===== src/rtl/rom_stream_reader_pkg.sv =====
// Shared definitions for the ROM stream reader: default geometry of the
// 128x64 ROM and the burst controller state encoding.
package rom_stream_reader_pkg;
   localparam int MEM_AW = 7;
   localparam int MEM_DW = 64;

   typedef enum logic [1:0] {
      IDLE  = 2'd0,
      ISSUE = 2'd1,
      DRAIN = 2'd2
   } rd_state_t;
endpackage


===== src/rtl/rom_stream_reader_rdbuf.sv =====
// Two-entry {addr,data} skid buffer between the ROM read port and the stream
// output; flush empties it in one edge without touching stored payload.
module rom_rdbuf
   import rom_stream_reader_pkg::*;
#(
   parameter int AW = MEM_AW,
   parameter int DW = MEM_DW
) (
   input  logic          clk,
   input  logic          resetn,
   input  logic          push,
   input  logic [AW-1:0] push_addr,
   input  logic [DW-1:0] push_data,
   input  logic          pop,
   input  logic          flush,
   output logic          full,
   output logic          empty,
   output logic [AW-1:0] head_addr,
   output logic [DW-1:0] head_data
);

   logic [AW-1:0] addr_mem [2];
   logic [DW-1:0] data_mem [2];
   logic          wr_ptr;
   logic          rd_ptr;
   logic [1:0]    count;

   always_ff @(posedge clk or negedge resetn) begin
      if (!resetn) begin
         addr_mem[0] <= '0;
         addr_mem[1] <= '0;
         data_mem[0] <= '0;
         data_mem[1] <= '0;
         wr_ptr      <= 1'b0;
         rd_ptr      <= 1'b0;
         count       <= 2'd0;
      end else if (flush) begin
         wr_ptr <= 1'b0;
         rd_ptr <= 1'b0;
         count  <= 2'd0;
      end else begin
         if (push) begin
            addr_mem[wr_ptr] <= push_addr;
            data_mem[wr_ptr] <= push_data;
            wr_ptr           <= ~wr_ptr;
         end
         if (pop) begin
            rd_ptr <= ~rd_ptr;
         end
         count <= count + {1'b0, push} - {1'b0, pop};
      end
   end

   assign full      = (count == 2'd2);
   assign empty     = (count == 2'd0);
   assign head_addr = addr_mem[rd_ptr];
   assign head_data = data_mem[rd_ptr];

endmodule


===== src/rtl/rom_stream_reader.sv =====
// Burst reader: issues sequential reads to a synchronous ROM and streams the
// returned words out through a valid/ready port, with abort support.
module rom_stream_reader
   import rom_stream_reader_pkg::*;
#(
   parameter int AW = MEM_AW,
   parameter int DW = MEM_DW
) (
   input  logic          clk,
   input  logic          resetn,
   input  logic          Start,
   input  logic [AW-1:0] StartAddr,
   input  logic [AW-1:0] Count,
   input  logic          Abort,
   output logic          Busy,
   output logic          Done,
   output logic          CEB,
   output logic [AW-1:0] A,
   input  logic [DW-1:0] Q,
   output logic          OutValid,
   input  logic          OutReady,
   output logic [DW-1:0] OutData,
   output logic [AW-1:0] OutAddr
);

   rd_state_t     state;
   logic [AW-1:0] issue_addr;
   logic [AW-1:0] last_a;
   logic [AW:0]   issue_left;
   logic [AW:0]   out_left;
   logic [AW:0]   burst_len;
   logic          inflight;
   logic [AW-1:0] inflight_addr;
   logic          buf_full;
   logic          buf_empty;
   logic          pop;
   logic          issue;
   logic [1:0]    pending;

   // Every read is committed a FIFO slot: buffered + in-flight + new issue
   // never exceeds two, unless a word leaves in the same cycle.
   assign pop       = !buf_empty && OutReady;
   assign pending   = {buf_full, !buf_full && !buf_empty} + {1'b0, inflight};
   assign issue     = (state == ISSUE) && !Abort &&
                      ((pending < 2'd2) || ((pending == 2'd2) && pop));
   assign burst_len = (Count == '0) ? {1'b1, {AW{1'b0}}} : {1'b0, Count};

   assign CEB      = !issue;
   assign A        = issue ? issue_addr : last_a;
   assign Busy     = (state != IDLE);
   assign OutValid = !buf_empty;

   rom_rdbuf #(.AW(AW), .DW(DW)) u_rdbuf (
      .clk       (clk),
      .resetn    (resetn),
      .push      (inflight),
      .push_addr (inflight_addr),
      .push_data (Q),
      .pop       (pop),
      .flush     (Abort && Busy),
      .full      (buf_full),
      .empty     (buf_empty),
      .head_addr (OutAddr),
      .head_data (OutData)
   );

   always_ff @(posedge clk or negedge resetn) begin
      if (!resetn) begin
         state         <= IDLE;
         issue_addr    <= '0;
         last_a        <= '0;
         issue_left    <= '0;
         out_left      <= '0;
         inflight      <= 1'b0;
         inflight_addr <= '0;
         Done          <= 1'b0;
      end else begin
         Done     <= 1'b0;
         inflight <= issue;
         if (issue) begin
            inflight_addr <= issue_addr;
            last_a        <= issue_addr;
            issue_addr    <= issue_addr + 1'b1;
            issue_left    <= issue_left - 1'b1;
         end
         if (pop) begin
            out_left <= out_left - 1'b1;
         end
         case (state)
            IDLE: begin
               if (Start) begin
                  state      <= ISSUE;
                  issue_addr <= StartAddr;
                  issue_left <= burst_len;
                  out_left   <= burst_len;
               end
            end
            ISSUE: begin
               if (Abort) begin
                  state <= IDLE;
               end else if (issue && (issue_left == 1)) begin
                  state <= DRAIN;
               end
            end
            DRAIN: begin
               // Last word leaving means nothing is buffered or in flight.
               if (Abort) begin
                  state <= IDLE;
               end else if (pop && (out_left == 1)) begin
                  state <= IDLE;
                  Done  <= 1'b1;
               end
            end
            default: state <= IDLE;
         endcase
      end
   end

endmodule


===== config.mk =====
export PLATFORM = sky130hd
export DESIGN_NAME = rom_stream_reader
export DESIGN_NICKNAME = d
export VERILOG_FILES = /design/src/rtl/rom_stream_reader_pkg.sv /design/src/rtl/rom_stream_reader_rdbuf.sv /design/src/rtl/rom_stream_reader.sv
export SDC_FILE = /design/constraint.sdc
export NUM_CORES = 1
export LEC_CHECK = 0
export ABC_AREA = 1
export ABC_CLOCK_PERIOD_IN_PS = 2090
export CAP_MARGIN = 20
export CORE_MARGIN = 4
export CORE_UTILIZATION = 50
export CTS_BUF_LIST = sky130_fd_sc_hd__clkbuf_4 sky130_fd_sc_hd__clkbuf_8 sky130_fd_sc_hd__clkbuf_16
export DETAILED_ROUTE_END_ITERATION = 10
export HOLD_SLACK_MARGIN = 0.15
export PLACE_DENSITY = 0.74
export SYNTH_ARGS = -nofsm -noshare
export SYNTH_HDL_FRONTEND = slang
export SYNTH_SLANG_ARGS = --single-unit

===== constraint.sdc =====
create_clock -name clk -period 2.09 [get_ports clk]
set_input_delay 0.418 -clock clk [delete_from_list [all_inputs] [get_ports clk]]
set_output_delay 0.418 -clock clk [all_outputs]
set_load 0.02 [all_outputs]

==> results.py <==
metrics = {
    "status": {
        "outcome": "complete, but fails checks",
        "violations": "negative setup slack",
    },
    "clock_network": {
        "cts_tree": "yes",
        "clock_path_buffers": 2,
        "clkTransAtPathRegs_ns": 0.07,
        "htree_num_levels": 4,
        "clkSinkCount": 187,
        "clk_latency_ns": 0.43,
        "cts_buffers": 17,
        "clockRootBuffer": "clkbuf_16",
    },
    "worst_setup_path": {
        "arrival_ns": 1.78,
        "crit_slowest_cell": "dfrtp_1",
        "critPathKind": "reg -> out",
        "end_kind": "output pin",
        "required_ns": 1.67,
        "crit_path_cell_trace": "inv_2 > nor2_2 > nor2_1 > nor2_2 > nor2_2 > buf_12 > buf_6 > nand2_4 > nand2_2 > buf_6",
        "critPathMaxStageDelay_ns": 0.39,
        "cp.buffers_inverters": 4,
        "cp-start-kind": "register",
        "crit_path_frequent_cell": "nor2_2",
        "cp_max_fo": 7,
        "crit_family": "simple AND/OR/NAND/NOR gates",
    },
    "global_routing": {
        "grt_pass1_wl_microns": 34630,
        "grt_pass1_vias": 7160,
        "grt_use_total_pct": 21.61,
        "grt_max_degree": 73,
        "overflow": 0,
        "grt_antenna_before_repair": 0,
    },
    "route": {
        "post_drt_via_cell_ratio": 4.917,
        "ant_nets": 0,
        "vias": 7582,
        "wl_per_cell_microns": 14.07,
        "drc": 0,
        "routed_wl_microns": 21700,
        "drt-pass1-iter-count": 8,
        "drt_iter0_drc": 485,
    },
    "yosys": {
        "ys_seq_area_share_pct": 53.90,
        "synth_xor_area_share_pct": 0.7062,
        "yosysWarningCount": 0,
        "synth_compound_area_share_pct": 9.656,
        "synth_area_sq_um": 8682,
        "synth.avg_cell_area_sq_um": 7.857,
        "synth-adder-area-share_pct": 1.009,
        "yosysUniqueCellTypes": 33,
        "synth-simple-area-share_pct": 25.35,
        "synth_top_family_by_area": "simple AND/OR/NAND/NOR gates",
        "syn_nets": 1195,
        "synth_cells": 1105,
        "synth-seq-cells": 187,
        "synth_mux_area_share_pct": 0,
    },
    "final_layout": {
        "nets": 1400,
        "drive_gt1_share_pct": 15.51,
        "area_delta_synth_final_pct": 35.26,
        "diodes": 0,
        "final_util_pct": 69.83,
    },
    "sta": {
        "rsz0062_at_grt": "yes",
        "tightest_slew_ns": 0.4507,
        "fin_worst_skew_ns": 0.01135,
        "period_minus_slack_ns": 2.198,
        "hold_violations": 0,
        "worst_slack_ns": -0.1080,
        "fmax_mhz": 455.0,
        "slew_headroom_pct": 69.88,
        "fin_crit_sh_pct": 105.2,
        "maxSlewViolCount": 0,
        "setup_viol": 7,
        "setup_tns_ns": -0.5506,
    },
    "die": {
        "dieWidth_microns": 139.8,
        "start_util_pct": 51.62,
        "die_y_microns": 139.8,
        "placeableCoreArea_sq_um": 16820,
        "ios": 165,
        "die_area_sq_um": 19540,
        "num_rows": 47,
    },
    "placed_design": {
        "hpwl_microns": 14150,
        "routabilityCongestion": 0.8668,
        "place_ws_ns": -0.6465,
        "numPortBuffers": 164,
    },
    "pwr": {
        "power.clock.fraction_pct": 17.3,
        "power_frac_comb_pct": 47.4,
        "p_sw_mw": 7.320,
        "total_leakage_power_nw": 6.253,
        "p_seq_share_pct": 35.4,
        "irDropWorstVdd_uv": 942.4,
        "cellPowerDensity_nw_per_um2": 1530,
        "p_int_mw": 10.65,
        "switching_share_pct": 40.74,
    },
    "min_path": {
        "min_path_type": "in -> async",
    },
    "run": {
        "cap_violations": 0,
    },
}
==> metal layers <==
metal | global-route usage (%) | vias up | wire length, microns
met5 | 0 | - | 0
met4 | 6.680 | 0 | 295
met3 | 4.631 | 19 | 1134
met2 | 36.01 | 193 | 10630
met1 | 28.50 | 3567 | 9633
li1 | - | 3803 | -
==> cell usage after synthesis <==
cell / instances / area (sq um)
ha_1: 7 / 87.58
dfrtp_1: 187 / 4679
clkbuf_1: 27 / 101.4
xnor2_1: 2 / 17.52
nor3_1: 2 / 10.01
o31ai_1: 1 / 7.510
buf_2: 2 / 10.01
nand4_1: 7 / 43.79
inv_2: 4 / 15.01
nand3_2: 1 / 10.01
nor2_2: 1 / 6.260
nand3b_4: 1 / 20.02
nor2_4: 2 / 22.52
buf_6: 11 / 123.9
xor2_1: 5 / 43.79
buf_1: 2 / 7.510
nor2_1: 28 / 105.1
a31oi_1: 1 / 6.260
or2_1: 1 / 6.260
inv_1: 127 / 476.7
nand3_1: 27 / 135.1
or2_2: 6 / 37.54
o21ai_1: 12 / 60.06
a21oi_2: 1 / 8.760
o21ai_0: 145 / 725.7
a31o_2: 1 / 8.760
o21ai_2: 1 / 8.760
clkbuf_2: 1 / 5.000
a21oi_1: 1 / 5.000
nor4_1: 1 / 6.260
nand2_1: 479 / 1798
buf_4: 10 / 75.07
o21bai_1: 1 / 7.510
==> power by group through the flow <==
| stage | Clock (mW) | Sequential, mW | Combinational, mW |
|---|---|---|---|
| 2_1_floorplan | 0 | 6.12 | 4.97 |
| 3_3_place_gp | 0 | 6.29 | 8.20 |
| 3_5_place_dp | 0 | 6.34 | 8.36 |
| 4_1_cts | 3.15 | 6.32 | 8.27 |
| 5_1_grt | 3.31 | 6.56 | 9.46 |
| 6_report | 3.10 | 6.36 | 8.51 |
==> layout make-up <==
class / instances / area (sq um)
Fill cell: 1371 / 5075
Timing Repair Buffer: 239 / 2444
Sequential cell: 187 / 4681
Clock inverter: 12 / 115.1
Inverter: 131 / 496.7
Tap cell: 220 / 275.3
Clock buffer: 19 / 446.7
Multi-Input combinational cell: 734 / 3286
==> worst register-to-register path: stages (launching register included) <==
cell	delay (ns)
dfrtp_1	0.38
buf_4	0.14
nor2_4	0.15
nand2_1	0.30
inv_1	0.33
o31ai_1	0.18
nand2_1	0.10
inv_1	0.04
==> what timing repair did <==
| item | in CTS | in global routing |
|---|---|---|
| buffers inserted | 11 | 7 |
| hold buffers | 1 | 0 |
| cloned | 1 | 4 |
| hold endpoints to repair | 38 | 0 |
| gates resized for setup | 238 | 47 |
| pin swaps | 8 | 9 |
| endpoints found under the setup margin | 81 | 76 |
==> placed cells by master (no fill, tap or decap), types with 4 or more instances in the layout <==
master / netlist / final
nand2_1: 479 / 463
dfrtp_1: 187 / 186
o21ai_0: 145 / 145
inv_1: 127 / 127
clkdlybuf4s50_1: 0 / 81
buf_4: 10 / 50
clkdlybuf4s15_2: 0 / 34
nand3_1: 27 / 27
nor2_1: 28 / 26
clkbuf_16: 0 / 20
clkbuf_2: 1 / 16
clkdlybuf4s15_1: 0 / 16
buf_12: 0 / 15
o21ai_1: 12 / 12
buf_6: 11 / 10
nand2_4: 0 / 9
nand2_2: 0 / 7
nand4_1: 7 / 7
ha_1: 7 / 7
or2_2: 6 / 6
xor2_1: 5 / 5
buf_2: 2 / 5
dlygate4sd2_1: 0 / 4
==> cells by family after synthesis <==
group           count (synthesis)
simple gates                  556
flops                         187
buf+inv                       184
compound gates                164
xor+xnor                        7
fa+ha+maj                       7
==> state kept, by name, summed over array words and instances, names as in the netlist <==
| register | cells |
|---|---|
| Done | 1 |
| out_left | 8 |
| issue_left | 8 |
| u_rdbuf.addr_mem | 14 |
| u_rdbuf.rd_ptr | 1 |
| u_rdbuf.count | 2 |
| last_a | 7 |
| issue_addr | 7 |
| inflight | 1 |
| inflight_addr | 7 |
| u_rdbuf.data_mem | 128 |
| u_rdbuf.wr_ptr | 1 |
| state | 2 |
==> through the flow <==
| stage | hold slack [ns] | cell area (sq um) | power (mW) | instances |
|---|---|---|---|---|
| floorplan | 0.1224 | 8682 | 11.09 | 1105 |
| global placement | 0.3673 | 10850 | 14.49 | 1487 |
| detailed placement | 0.3701 | 10850 | 14.70 | 1487 |
| CTS | 0.4723 | 11630 | 17.74 | 1531 |
| global route | 0.4951 | 11740 | 19.33 | 1542 |
| finish | 0.4612 | 11740 | 17.97 | 1542 |
==> final timing paths <==
check                                            startpoint                                to  slack [ns]  cells after the start
max                                      inflight$_DFF_PN0_                              A[4]       -0.11                     10
min                                                  resetn  u_rdbuf.data_mem[78]$_DFFE_PN0P_        0.46                      2
max reg2reg                            state[1]$_DFFE_PN0P_           issue_left[7]$_DFF_PN0_        0.38                      7
min reg2reg                u_rdbuf.data_mem[61]$_DFFE_PN0P_  u_rdbuf.data_mem[61]$_DFFE_PN0P_        0.48                      2
max in group asynchronous                            resetn  u_rdbuf.data_mem[61]$_DFFE_PN0P_        0.92                      3
min in group clk           u_rdbuf.data_mem[61]$_DFFE_PN0P_  u_rdbuf.data_mem[61]$_DFFE_PN0P_        0.48                      2
No activity file was read; power rests on OpenSTA's default activity.
